--- src/rtl/fir_seq_ctrl_pkg.sv ---
// fir_pkg: shared types and constants for the FIR CSR sequencer.
//   state_t         sequencer FSM states
//   ADDR_*          CSR word addresses on the FIR slave port
//   X_W / Y_W       sample and result widths
package fir_pkg;

  typedef enum logic [3:0] {
    IDLE,
    LOAD_LO,
    LOAD_HI,
    GET_X,
    WRITE_X,
    SETTLE,
    READ_REQ,
    READ_CAP,
    PUSH_Y,
    FINISH
  } state_t;

  localparam logic [1:0] ADDR_HLO = 2'd0;
  localparam logic [1:0] ADDR_HHI = 2'd1;
  localparam logic [1:0] ADDR_X   = 2'd2;

  localparam int X_W = 8;
  localparam int Y_W = 24;

endpackage

--- src/rtl/fir_seq_ctrl_if.sv ---
// fir_seq_ctrl_if: CSR port between the sequencer (master) and the FIR block (slave).
//   ChipSelect/Write/Read  strobes, driven by the master
//   Address/WriteData      driven by the master
//   ReadData               driven by the slave, valid one cycle after Read
interface fir_seq_ctrl_if;
  logic        ChipSelect;
  logic        Write;
  logic        Read;
  logic [1:0]  Address;
  logic [31:0] WriteData;
  logic [31:0] ReadData;

  modport master (
    output ChipSelect, Write, Read, Address, WriteData,
    input  ReadData
  );

  modport slave (
    input  ChipSelect, Write, Read, Address, WriteData,
    output ReadData
  );
endinterface

--- src/rtl/fir_seq_ctrl_timer.sv ---
// fir_seq_timer: loadable down-counter with terminal-count flag.
//   Load/LoadVal  synchronous load (has priority over counting)
//   Zero          high while the count is 0; the counter holds at 0
module fir_seq_timer #(
  parameter int W = 2
) (
  input  logic         clk,
  input  logic         RstN,
  input  logic         Load,
  input  logic [W-1:0] LoadVal,
  output logic         Zero
);

  logic [W-1:0] cnt_q;

  always_ff @(posedge clk or negedge RstN) begin
    if (!RstN) begin
      cnt_q <= '0;
    end else if (Load) begin
      cnt_q <= LoadVal;
    end else if (cnt_q != '0) begin
      cnt_q <= cnt_q - 1'b1;
    end
  end

  assign Zero = (cnt_q == '0);

endmodule

--- src/rtl/fir_seq_ctrl.sv ---
// fir_seq_ctrl: sole master on the FIR CSR port. Loads eight taps, then for
// each sample writes X, waits FIR_LAT cycles, reads Yn and hands it downstream.
//   Start/Abort/Busy/Done            job control
//   NumSamples/CoefLo/CoefHi         job parameters, sampled on an accepted Start
//   SampleIn/SampleValid/SampleReady input sample stream
//   YOut/YValid/YReady               result stream
//   csr                              FIR CSR master port
//
// state    | meaning
// IDLE     | waiting for Start
// LOAD_LO  | write taps H3..H0
// LOAD_HI  | write taps H7..H4
// GET_X    | SampleReady high, waiting for a sample
// WRITE_X  | write sample to X
// SETTLE   | datapath settle wait
// READ_REQ | read strobe to X address
// READ_CAP | capture Yn from ReadData
// PUSH_Y   | YValid high until YReady
// FINISH   | Done pulse, then IDLE
module fir_seq_ctrl
  import fir_pkg::*;
#(
  parameter int FIR_LAT = 4,
  parameter int CNT_W   = 16
) (
  input  logic               clk,
  input  logic               RstN,
  input  logic               Start,
  input  logic               Abort,
  input  logic [CNT_W-1:0]   NumSamples,
  input  logic [31:0]        CoefLo,
  input  logic [31:0]        CoefHi,
  input  logic [X_W-1:0]     SampleIn,
  input  logic               SampleValid,
  output logic               SampleReady,
  output logic [Y_W-1:0]     YOut,
  output logic               YValid,
  input  logic               YReady,
  output logic               Busy,
  output logic               Done,
  fir_seq_ctrl_if.master     csr
);

  localparam int TMR_W = (FIR_LAT > 1) ? $clog2(FIR_LAT) : 1;
  localparam logic [TMR_W-1:0] SETTLE_LD = TMR_W'(FIR_LAT - 1);
  localparam logic [CNT_W-1:0] CNT_ONE = {{(CNT_W-1){1'b0}}, 1'b1};

  state_t            state_q;
  state_t            state_d;
  logic [CNT_W-1:0]  cnt_q;
  logic [31:0]       coef_hi_q;
  logic              tmr_zero;
  logic              unused_rd;

  assign unused_rd = ^csr.ReadData[31:Y_W];

  fir_seq_timer #(.W(TMR_W)) u_timer (
    .clk     (clk),
    .RstN    (RstN),
    .Load    (state_d == WRITE_X),
    .LoadVal (SETTLE_LD),
    .Zero    (tmr_zero)
  );

  always_comb begin
    state_d = state_q;
    if (Abort && state_q != IDLE) begin
      state_d = IDLE;
    end else begin
      case (state_q)
        IDLE:     if (Start && !Abort) state_d = LOAD_LO;
        LOAD_LO:  state_d = LOAD_HI;
        LOAD_HI:  state_d = (cnt_q == '0) ? FINISH : GET_X;
        GET_X:    if (SampleValid) state_d = WRITE_X;
        // The timer is loaded as WRITE_X is entered, so it already counts
        // during WRITE_X; FIR_LAT == 1 needs no SETTLE cycle at all.
        WRITE_X:  state_d = (FIR_LAT == 1) ? READ_REQ : SETTLE;
        SETTLE:   if (tmr_zero) state_d = READ_REQ;
        READ_REQ: state_d = READ_CAP;
        READ_CAP: state_d = PUSH_Y;
        PUSH_Y:   if (YReady) state_d = (cnt_q == CNT_ONE) ? FINISH : GET_X;
        FINISH:   state_d = IDLE;
        default:  state_d = IDLE;
      endcase
    end
  end

  assign SampleReady = (state_q == GET_X);

  // Bus and status outputs are decoded from the next state so that they are
  // registered yet line up with the state they belong to.
  always_ff @(posedge clk or negedge RstN) begin
    if (!RstN) begin
      state_q        <= IDLE;
      cnt_q          <= '0;
      coef_hi_q      <= '0;
      YOut           <= '0;
      YValid         <= 1'b0;
      Busy           <= 1'b0;
      Done           <= 1'b0;
      csr.ChipSelect <= 1'b0;
      csr.Write      <= 1'b0;
      csr.Read       <= 1'b0;
      csr.Address    <= '0;
      csr.WriteData  <= '0;
    end else begin
      state_q        <= state_d;
      Busy           <= (state_d != IDLE);
      Done           <= (state_d == FINISH);
      YValid         <= (state_d == PUSH_Y);
      csr.Write      <= (state_d == LOAD_LO) || (state_d == LOAD_HI) || (state_d == WRITE_X);
      csr.Read       <= (state_d == READ_REQ);
      csr.ChipSelect <= (state_d == LOAD_LO) || (state_d == LOAD_HI) ||
                        (state_d == WRITE_X) || (state_d == READ_REQ);

      case (state_d)
        LOAD_LO: begin
          csr.Address   <= ADDR_HLO;
          csr.WriteData <= CoefLo;
        end
        LOAD_HI: begin
          csr.Address   <= ADDR_HHI;
          csr.WriteData <= coef_hi_q;
        end
        WRITE_X: begin
          csr.Address   <= ADDR_X;
          csr.WriteData <= {{(32-X_W){1'b0}}, SampleIn};
        end
        READ_REQ: begin
          csr.Address   <= ADDR_X;
          csr.WriteData <= '0;
        end
        default: begin
          csr.Address   <= '0;
          csr.WriteData <= '0;
        end
      endcase

      if (state_q == IDLE && state_d == LOAD_LO) begin
        cnt_q     <= NumSamples;
        coef_hi_q <= CoefHi;
      end
      if (state_q == PUSH_Y && YReady && !Abort) begin
        cnt_q <= cnt_q - 1'b1;
      end

      if (state_q == READ_CAP && state_d == PUSH_Y) begin
        YOut <= csr.ReadData[Y_W-1:0];
      end
      if (Abort && state_q != IDLE) begin
        YOut <= '0;
      end
    end
  end

endmodule
--- src/flat_wrapper.sv ---
// flat-port wrapper written by rule: the top's interface ports become plain ports
module fir_seq_ctrl_flat import fir_pkg::*;
#(
  parameter int FIR_LAT = 4,
  parameter int CNT_W   = 16
)
  (clk, RstN, Start, Abort, NumSamples, CoefLo, CoefHi, SampleIn, SampleValid, SampleReady, YOut, YValid, YReady, Busy, Done, csr_ChipSelect, csr_Write, csr_Read, csr_Address, csr_WriteData, csr_ReadData);
  fir_seq_ctrl_if csr_i ();
  input  logic clk;
  input  logic RstN;
  input  logic Start;
  input  logic Abort;
  input  logic [CNT_W-1:0] NumSamples;
  input  logic [31:0] CoefLo;
  input  logic [31:0] CoefHi;
  input  logic [X_W-1:0] SampleIn;
  input  logic SampleValid;
  output logic SampleReady;
  output logic [Y_W-1:0] YOut;
  output logic YValid;
  input  logic YReady;
  output logic Busy;
  output logic Done;
  output wire logic [$bits(csr_i.ChipSelect)-1:0] csr_ChipSelect;
  output wire logic [$bits(csr_i.Write)-1:0] csr_Write;
  output wire logic [$bits(csr_i.Read)-1:0] csr_Read;
  output wire logic [$bits(csr_i.Address)-1:0] csr_Address;
  output wire logic [$bits(csr_i.WriteData)-1:0] csr_WriteData;
  input wire logic [$bits(csr_i.ReadData)-1:0] csr_ReadData;
  assign csr_ChipSelect = csr_i.ChipSelect;
  assign csr_Write = csr_i.Write;
  assign csr_Read = csr_i.Read;
  assign csr_Address = csr_i.Address;
  assign csr_WriteData = csr_i.WriteData;
  assign csr_i.ReadData = csr_ReadData;
  fir_seq_ctrl #(.FIR_LAT(FIR_LAT), .CNT_W(CNT_W)) u_core (.clk(clk), .RstN(RstN), .Start(Start), .Abort(Abort), .NumSamples(NumSamples), .CoefLo(CoefLo), .CoefHi(CoefHi), .SampleIn(SampleIn), .SampleValid(SampleValid), .SampleReady(SampleReady), .YOut(YOut), .YValid(YValid), .YReady(YReady), .Busy(Busy), .Done(Done), .csr(csr_i));
endmodule
--- config.mk ---
export PLATFORM = sky130hd
export DESIGN_NAME = fir_seq_ctrl_flat
export DESIGN_NICKNAME = d
export VERILOG_FILES = /design/src/rtl/fir_seq_ctrl_pkg.sv /design/src/rtl/fir_seq_ctrl_if.sv /design/src/rtl/fir_seq_ctrl_timer.sv /design/src/rtl/fir_seq_ctrl.sv /design/src/flat_wrapper.sv
export SDC_FILE = /design/constraint.sdc
export NUM_CORES = 1
export LEC_CHECK = 0
export CORE_UTILIZATION = 44
export DETAILED_ROUTE_END_ITERATION = 16
export PLACE_DENSITY = 0.8
export REMOVE_ABC_BUFFERS = 1
export SYNTH_ARGS = -nofsm -noshare
export SYNTH_HDL_FRONTEND = slang
export SYNTH_SLANG_ARGS = --single-unit
--- constraint.sdc ---
create_clock -name clk -period 3.2 [get_ports clk]
set_input_delay 0.64 -clock clk [delete_from_list [all_inputs] [get_ports clk]]
set_output_delay 0.64 -clock clk [all_outputs]
set_load 0.01 [all_outputs]
==> results.txt <==
----------------------------------------------------
[Timing]
  Final min period ... 2.88 ns
  Unrepaired setup endpoints after global routing ... false
  Final period util ... 90.0%
  Max-slew headroom at the worst pin ... 30.7%
  Achievable Freq ... 0.347 GHz
  Max-slew violation count ... 0
  Setup violations, final ... 0
  Final Skew ... 0.0104 ns
  Final hold vios ... 0
  Actual slew at the worst max-slew pin ... 1.04 ns

[Routing]
  Residual DRC count ... 0
  DRC marker count from the first detailed-route iteration ... 314
  Number of optimization iterations in the first detailed-route pass ... 4
  Total via count after detailed routing ... 4,338
  Final wirelength ... 13,200 um
  DR WL/cell ... 16.6 um
  Per-cell via count in the routed design ... 5.46
  Number of nets with antenna violations after detailed routing ... 0

[Clock network]
  Clock input transition at the sequential cells of the worst setup and hold paths ... 0.05 ns
  Max Root-Sink Buffers ... 2
  Clock insertion delay at the later pin of the skew report ... 0.50 ns
  Post-CTS setup buffer count ... 0
  Buffer type at the clock tree root ... clkbuf_8
  Cts hold-fix bufs ... 0
  TritonCTS Buffers ... 17
  Post-CTS Resized ... 0
  H-Tree Depth ... 4
  Sinks on the clock net ... 118
  TritonCTS clock tree ... built

[Finish]
  Final instance area ... 7590 um^2
  Total number of nets in the final design ... 772
  Filler Cell Count ... 822
  Leading cell type in the layout, fill and taps excluded ... clkdlybuf4s50_1
  Share of layout cells above drive strength 1 ... 9.94%
  Synthesis-to-finish area growth ... 53.3%
  Utilization of the core after routing ... 69.7%
  Antenna diode count ... 0
  Commonest cells after routing, fill and taps aside ... clkdlybuf4s50_1 (181), dfrtp_1 (118), nand2_1 (110)

[Flow run]
  Max-cap viol count ... 0

[Synth]
  Netlist cell types ... 51
  Yosys synthesis warning count ... 0
  Yosys top cell by area ... dfrtp_1
  Top post-synthesis cells by area ... dfrtp_1 (60%), nand2_1 (8.3%), a32o_1 (6.5%)
  Count of flip-flops with a built-in enable after synthesis ... 0
  Top-area cell type share of the netlist area ... 59.6%
  Flip-flop and latch count after synthesis ... 118
  Average instance area after synthesis ... 10.7 um^2
  Post-Syn Area ... 4950 um^2
  Ys flop type ... dfrtp_1
  Sequential area share after synthesis ... 59.6%
  Async set-or-reset flop fraction in the synthesized netlist ... 100%
  Gate Count Post-Synth ... 461

[Place]
  Area after DPL ... 6970 um^2
  Detailed placer's ending HPWL ... 9050 um
  IO buf count ... 182
  Global placement routability congestion ... 0.821

[Floorplanning]
  X dimension of the die ... 108 um
  Row cnt ... 38
  Area enclosed by the die boundary ... 11,700 um^2
  Initial core utilization ... 45.5%
  I/O Pins ... 191
  Standard cell core area ... 10,900 um^2
  Die Y ... 108 um

[Global routing]
  Gr ovfl total ... 0
  Number of global-route vias before repair ... 4,475
  Maximum number of pins on one net before global-route repair ... 78
  Overall routing resource usage ... 23.7%
  Initial antenna violation count ... 0
  Global-route wire length before repair ... 21,100 um

[Critical path]
  Critical path endpoint category ... flop
  Sequence of cells on the critical path ... or4b_1, or3_1, or4_1, o311a_1, a211o_1
  Path type of the worst setup path ... flop to flop
  Endpoint required time on the critical path ... 3.58 ns
  Data arrival at the endpoint of the critical path ... 3.26 ns
  Max FO, Critical Path ... 15
  Slowest stage cell, crit path ... or4b_1
  Crit start category ... flop
  Delay contributed by the slowest stage of the critical path ... 0.63 ns

[Power and ir drop]
  Worst voltage drop across the vdd grid ... 0.000422 V
  Power density of the placed cells ... 854 nW/um^2
  P_leak ... 3.39 nW

[Hold path]
  Worst hold-check path type ... input pin to asynchronous set/reset pin

[Run status]
  Outcome ... finished, final reports clean

----------------------------------------------------
==> sequential cells by signal, summed over array words and instances, names as in the netlist <==
name,flops
u_core.coef_hi_q,32
u_core.csr.WriteData,32
u_core.YOut,24
u_core.cnt_q,16
u_core.state_q,4
u_core.csr.Address,2
u_core.u_timer.cnt_q,2
u_core.Busy,1
u_core.Done,1
u_core.YValid,1
u_core.csr.ChipSelect,1
u_core.csr.Read,1
u_core.csr.Write,1
==> synth_stat cells, types with 2 or more instances <==
cell type	number
a31o_2	9
or2_2	2
or3b_2	2
nand2_1	110
or4_1	5
dfrtp_1	118
buf_1	4
a22o_1	24
nor2b_1	2
nand3b_1	2
inv_1	11
nand2b_1	3
a32o_1	32
ha_1	4
o211ai_1	6
a2111oi_0	2
a211o_1	5
o311a_1	2
nor3_1	8
a211oi_1	3
o22ai_1	2
buf_2	2
clkbuf_1	29
a21oi_1	8
o21ai_0	10
nor2_1	24
nor4_1	3
a311oi_1	2
a21boi_0	2
or3_1	3
o311ai_0	2
==> power by group <==
part,total [mW],internal (mW),switching [mW],leakage (nW)
clock,1.96,1.34,0.620,0.307
sequential,2.34,2.01,0.325,1.54
combinational,2.19,1.07,1.12,1.55
==> worst paths after layout <==
kind                                                      start  cells past startpoint  slack (ns)                               end
worst min-delay path                                       RstN                      1        0.14  u_core.coef_hi_q[26]$_DFFE_PN0P_
min in group clk                u_core.coef_hi_q[4]$_DFFE_PN0P_                      2        0.48   u_core.coef_hi_q[4]$_DFFE_PN0P_
worst max register to register      u_core.state_q[1]$_DFF_PN0_                      5        0.32      u_core.cnt_q[12]$_DFFE_PN0P_
max in group asynchronous                                  RstN                      2        2.36       u_core.cnt_q[0]$_DFFE_PN0P_
worst min register to register  u_core.coef_hi_q[4]$_DFFE_PN0P_                      2        0.48   u_core.coef_hi_q[4]$_DFFE_PN0P_
worst max-delay path                u_core.state_q[1]$_DFF_PN0_                      5        0.32      u_core.cnt_q[12]$_DFFE_PN0P_
==> logic make-up (layout without fill, tap and decap cells) <==
family / Yosys count / after routing / synth area share, %
simple gates: 172 / 172 / 15.3
compound gates: 119 / 119 / 20.1
flops: 118 / 118 / 59.6
buf+inv: 46 / 239 / 3.54
fa+ha+maj: 4 / 4 / 1.01
xor+xnor: 1 / 1 / 0.177
mux: 1 / 1 / 0.227
==> per-layer routing <==
layer	part of all wire (%)	track usage, %
met1	39	26.1
met2	50	41.1
met3	9.3	8.50
met4	1.8	10.5
met5	0	0
==> stage by stage <==
stage	cells	TNS, ns	setup WS [ns]	hold WS (ns)	total power [mW]
finish	794	0	0.320	0.140	6.48
global route	794	0	0.198	0.175	6.87
CTS	794	0	0.339	0.152	6.52
detailed placement	763	0	0.232	0.464	4.53
global placement	763	0	0.276	0.459	4.43
floorplan	426	-8.72	-0.277	0.344	3.41
==> layout make-up <==
type / count / area (um^2) / share of cell area, %
Timing Repair Buffer: 197 / 1970 / 25.9
Inverter: 11 / 41.3 / 0.544
Multi-Input combinational cell: 297 / 1830 / 24.1
Clock buffer: 22 / 473 / 6.23
Tap cell: 140 / 175 / 2.31
Sequential cell: 118 / 2950 / 38.9
Clock inverter: 9 / 148 / 1.94
==> critical path, delay by kind of cell, from the launching register on <==
kind	cells	cell delay, ns
AND/OR/NAND/NOR	3	1.61
AO/OA/AOI/OAI	2	0.62
flip-flops	1	0.53
Note: power is estimated with default switching activity, not from simulation.
==> RTL change 1: new RTL, same flow settings <==
`CNT_W` is set to 16 in 2 places; all go to 32.
--- a/src/rtl/fir_seq_ctrl.sv
+++ b/src/rtl/fir_seq_ctrl.sv
@@ -21,7 +21,7 @@
   import fir_pkg::*;
 #(
   parameter int FIR_LAT = 4,
-  parameter int CNT_W   = 16
+  parameter int CNT_W   = 32
 ) (
   input  logic               clk,
   input  logic               RstN,
--- a/src/flat_wrapper.sv
+++ b/src/flat_wrapper.sv
@@ -2,7 +2,7 @@
 module fir_seq_ctrl_flat import fir_pkg::*;
 #(
   parameter int FIR_LAT = 4,
-  parameter int CNT_W   = 16
+  parameter int CNT_W   = 32
 )
   (clk, RstN, Start, Abort, NumSamples, CoefLo, CoefHi, SampleIn, SampleValid, SampleReady, YOut, YValid, YReady, Busy, Done, csr_ChipSelect, csr_Write, csr_Read, csr_Address, csr_WriteData, csr_ReadData);
   fir_seq_ctrl_if csr_i ();
Interface: changed (resized NumSamples); port bits go from 191 to 207. The function was not compared with the original's and may differ.
==> RTL change 1 against the unedited design <==
  * Via count up 21%
  * Sequential share of layout area down 0.61 points
  * Routed wire length up 21%
  * Cell area up 15%
  * Area after synthesis up 18%
  * Highest routed layer unchanged
  * Non-clock buffer count up 21
  * Synthesized cell count up 23%
  * Total power up 9.9%
  * Critical path type unchanged
  * Worst setup slack worse by 0.24 ns
  * Global-route usage up 0.54 points
  * Sequential cell count up 16
==> RTL change 1: results (changes against the unedited design) <==
stage,metric,value,unit,change
placement,dpl ws,0.1108,ns,-0.1213 ns
critical_path,RR Endpoint,u_core.csr.WriteData[1],,
global_route,largest net degree at the start of global routing,69,,-12%
synthesis,synthesized area per cell,10.27,um^2,-4.4%
synthesis,Synth Warn #,0,,unchanged
layout,area grow syn2layout,50.14,%,
critical_path,CP max-delay cell,or4_4,,
layout,share of cells above drive strength 1,8.790,%,-1.1 points
sta,tightest hold margin,0.3267,ns,+0.1870 ns
sta,clk_skew,0.005809,ns,-0.004553 ns
outcome,status,"complete, no violations",,
placement,placed insts,925,,+21%
route,WL/cell,16.70,um,+0.43%
global_route,GRT Util Overall,24.28,%,+0.54 points
clocking,Skew-Pair Late Insertion Delay,0.42,ns,-0.08 ns
synthesis,synth top area cells,"dfrtp_1 57%, nand2_1 7.5%, a22o_1 7.2%, nor2_1 2.6%, nor3_1 2.1%",,
clocking,Root Buffer,clkbuf_16,,
sta,Slew @ Worst Pin,0.8586,ns,-0.1769 ns
power_and_ir_drop,VDD IR max,0.0004126,V,-2.2%
layout,Layout Nets,918,,+19%
layout,diode count,0,,unchanged
global_route,vias in the first global route,5111,,+14%
critical_path,maximum fanout along the worst path,35,,+20
critical_path,"Largest stage delay, worst path",0.59,ns,-0.04 ns
power_and_ir_drop,Net Sw Power,2.187,mW,+5.8%
critical_path,Worst R2R Path Depth,7,,+2
power_and_ir_drop,Clock Power Share,30.9,%,+0.7 points
hold_path,hold crit path type,primary input to async pin,,
critical_path,r2r setup slk,0.08,ns,-0.24 ns
placement,Post-DP Area,8088,um^2,+16%
synthesis,Post-synth top cells,"134 x dfrtp_1, 116 x nand2_1, 48 x a22o_1, 40 x nor2_1, 27 x clkbuf_1",,
route,starting DRC count in detailed routing,332,,+5.7%
synthesis,synth unique cells,53,,+3.9%
placement,Final HPWL DP,11.14,mm,+23%
route,Pre-antenna DRT Iters,5,,+1
route,vias,5234,,+21%
placement,PortBufs,198,,+8.8%
placement,final RePlAce weighted congestion,0.9033,,+10%
power_and_ir_drop,Gate power share,30.8,%,-3.0 points
synthesis,"Seq/Total Area, Yosys",57.47,%,-2.2 points
critical_path,crit path from,u_core.cnt_q[13],,
global_route,first-pass GRT wire length,25.33,mm,+20%
sta,Highest Clock Rate,320.7,MHz,-7.7%
route,vias per cell,5.469,,+0.10%
critical_path,"Arr. time, crit path",3.42,ns,+0.16 ns
power_and_ir_drop,P_leak,3.884,nW,+14%
route,DRT antenna net count,0,,unchanged
power_and_ir_drop,Sw Share,30.70,%,-1.2 points
layout,FILL cells,930,,+13%
layout,Regs by FF count,"u_core.cnt_q (32), u_core.coef_hi_q (32), u_core.csr.WriteData (32)",,
RTL change 1: cell families after synthesis:
kind of cell | count (synthesis) | share of synthesized area, %
buffers and inverters | 48 | 3.388
AOI/OAI and AO/OA | 135 | 18.16
and+or+nand+nor | 242 | 19.28
muxes | 2 | 0.3646
xor gates and xnor gates | 2 | 0.3003
adders and majority gates | 5 | 1.029
DFF | 134 | 57.47
RTL change 1: layout make-up:
class	instances	area share (%)
well taps	172	2.457
flip-flops and latches	134	38.28
inverters	15	0.6428
repair buffers	218	24.74
clock buffers	20	5.099
multi-input cells	386	26.21
clock inverters	12	2.571
RTL change 1: layer usage:
layer / share of wire, % / track usage [%] / up-vias
li1: - / - / 2445
met5: 0 / 0 / -
met2: 51 / 42.00 / 219
met3: 7.0 / 6.282 / 34
met4: 2.6 / 11.05 / 0
met1: 40 / 28.32 / 2536
==> RTL change 2: new RTL, same flow settings <==
Without the edit above. Re-encode `state_t` (10 states) as Gray code, 4 bits wide.
--- a/src/rtl/fir_seq_ctrl_pkg.sv
+++ b/src/rtl/fir_seq_ctrl_pkg.sv
@@ -5,16 +5,16 @@
 package fir_pkg;
 
   typedef enum logic [3:0] {
-    IDLE,
-    LOAD_LO,
-    LOAD_HI,
-    GET_X,
-    WRITE_X,
-    SETTLE,
-    READ_REQ,
-    READ_CAP,
-    PUSH_Y,
-    FINISH
+    IDLE     = 4'b0000,
+    LOAD_LO  = 4'b0001,
+    LOAD_HI  = 4'b0011,
+    GET_X    = 4'b0010,
+    WRITE_X  = 4'b0110,
+    SETTLE   = 4'b0111,
+    READ_REQ = 4'b0101,
+    READ_CAP = 4'b0100,
+    PUSH_Y   = 4'b1100,
+    FINISH   = 4'b1101
   } state_t;
 
   localparam logic [1:0] ADDR_HLO = 2'd0;
Formal check against the unedited RTL: same outputs for any inputs over 10 cycles, from zero or initial values and one cycle with RstN low; not proved beyond that.
==> RTL change 2 against the unedited design <==
  * Hold slack improved by 0.23 ns
  * Global-route usage is essentially flat
  * Routed wire length increased by 14%
  * Sequential share of layout area fell by 2.4 points
  * Combinational power rose by 8%
  * Non-clock buffer count fell by 1
  * Cell area grew 6.7%
  * Sequential cell count unchanged
  * Total power rose by 4.5%
  * Area after synthesis increased by 11%
  * Worst setup slack worse by 0.059 ns
  * Critical path type unchanged
  * Largest cell class unchanged
==> RTL change 2: results (changes against the unedited design) <==
stage,metric,value,unit,change
outcome,status,"complete, no violations",,
global_route,largest net degree at the start of global routing,74,,-5.1%
critical_path,Setup crit end,u_core.YOut[16],,
critical_path,CP max-delay cell,o41ai_4,,
synthesis,synth top area cells,"dfrtp_1 54%, nand2_1 13%, o21ai_0 6.9%, nor2_1 2.1%, clkbuf_1 2.1%",,
global_route,M2 GR Usage,38.41,%,-2.7 points
synthesis,"Seq/Total Area, Yosys",53.96,%,-5.7 points
global_route,GRT Util Overall,23.75,%,about the same
power_and_ir_drop,Comb. pwr,2.36,mW,+8%
global_route,grt met1 use,30.09,%,+4.0 points
layout,diode count,0,,unchanged
sta,Slew @ Worst Pin,1.289,ns,+0.2537 ns
route,starting DRC count in detailed routing,601,,+91%
power_and_ir_drop,Int Pwr,4.399,mW,-0.42%
route,met2 WL post-DR,7.441,mm,+12%
placement,placed insts,928,,+22%
clocking,Skew-Pair Late Insertion Delay,0.41,ns,-0.09 ns
critical_path,"Largest stage delay, worst path",1.21,ns,+0.58 ns
layout,share of cells above drive strength 1,9.596,%,-0.34 points
route,met3 wire len,1.018,mm,-17%
critical_path,"Arr. time, crit path",3.22,ns,-0.04 ns
clocking,Root Buffer,clkbuf_16,,
synthesis,Post-Syn Instances,607,,+32%
sta,Final Cycle Share,91.82,%,+1.8 points
sta,clk_skew,0.006383,ns,-0.003979 ns
power_and_ir_drop,Sw Share,35.09,%,+3.2 points
placement,Final HPWL DP,10.28,mm,+14%
layout,Layout Nets,909,,+18%
power_and_ir_drop,P_leak,3.465,nW,+2.1%
critical_path,"CP delay by family, top",compound AO/OA/AOI/OAI gates,,
global_route,GRT met3 Usage,4.888,%,-3.6 points
power_and_ir_drop,VDD IR max,0.0003432,V,-19%
critical_path,r2r setup slk,0.26,ns,-0.06 ns
critical_path,crit path from,u_core.state_q[0],,
placement,Post-DP Area,7458,um^2,+7.0%
power_and_ir_drop,total clock network power,2.03,mW,+4%
synthesis,synth unique cells,56,,+9.8%
route,Pre-antenna DRT Iters,5,,+1
route,vias per cell,5.308,,-2.8%
sta,tightest hold margin,0.3733,ns,+0.2336 ns
layout,post-route non-filler standard cell count,960,,+21%
RTL change 2: changes by cell type after synthesis, sizes merged, moves of 7 or more:
cell,delta
nand2,+82
o21ai,+74
a32o,-32
a22o,-24
a21oi,+9
a31o,-9
o2111ai,+8
nand3,+7
nor2,+7
RTL change 2: logic make-up (layout without fill, tap and decap cells):
logic type / Yosys count / after routing / share of synthesized area, %
AND/OR/NAND/NOR: 274 / 274 / 21.35
flip-flops: 118 / 118 / 53.96
XOR/XNOR: 1 / 1 / 0.1601
adder cells (fa/ha/maj): 4 / 4 / 0.9145
buffers and inverters: 55 / 240 / 4.755
multiplexers: 1 / 1 / 0.2057
AO/OA/AOI/OAI: 154 / 154 / 18.66
RTL change 2: final cells by class:
class                      instances  area [um^2]  share of cell area [%]
multi-input combinational        434         2288                   28.26
timing repair buffer             196         1962                   24.23
inverter                          12        45.04                  0.5562
tap                              168        210.2                   2.596
clock buffer                      18        439.2                   5.423
clock inverter                    14        200.2                   2.472
sequential                       118         2953                   36.46
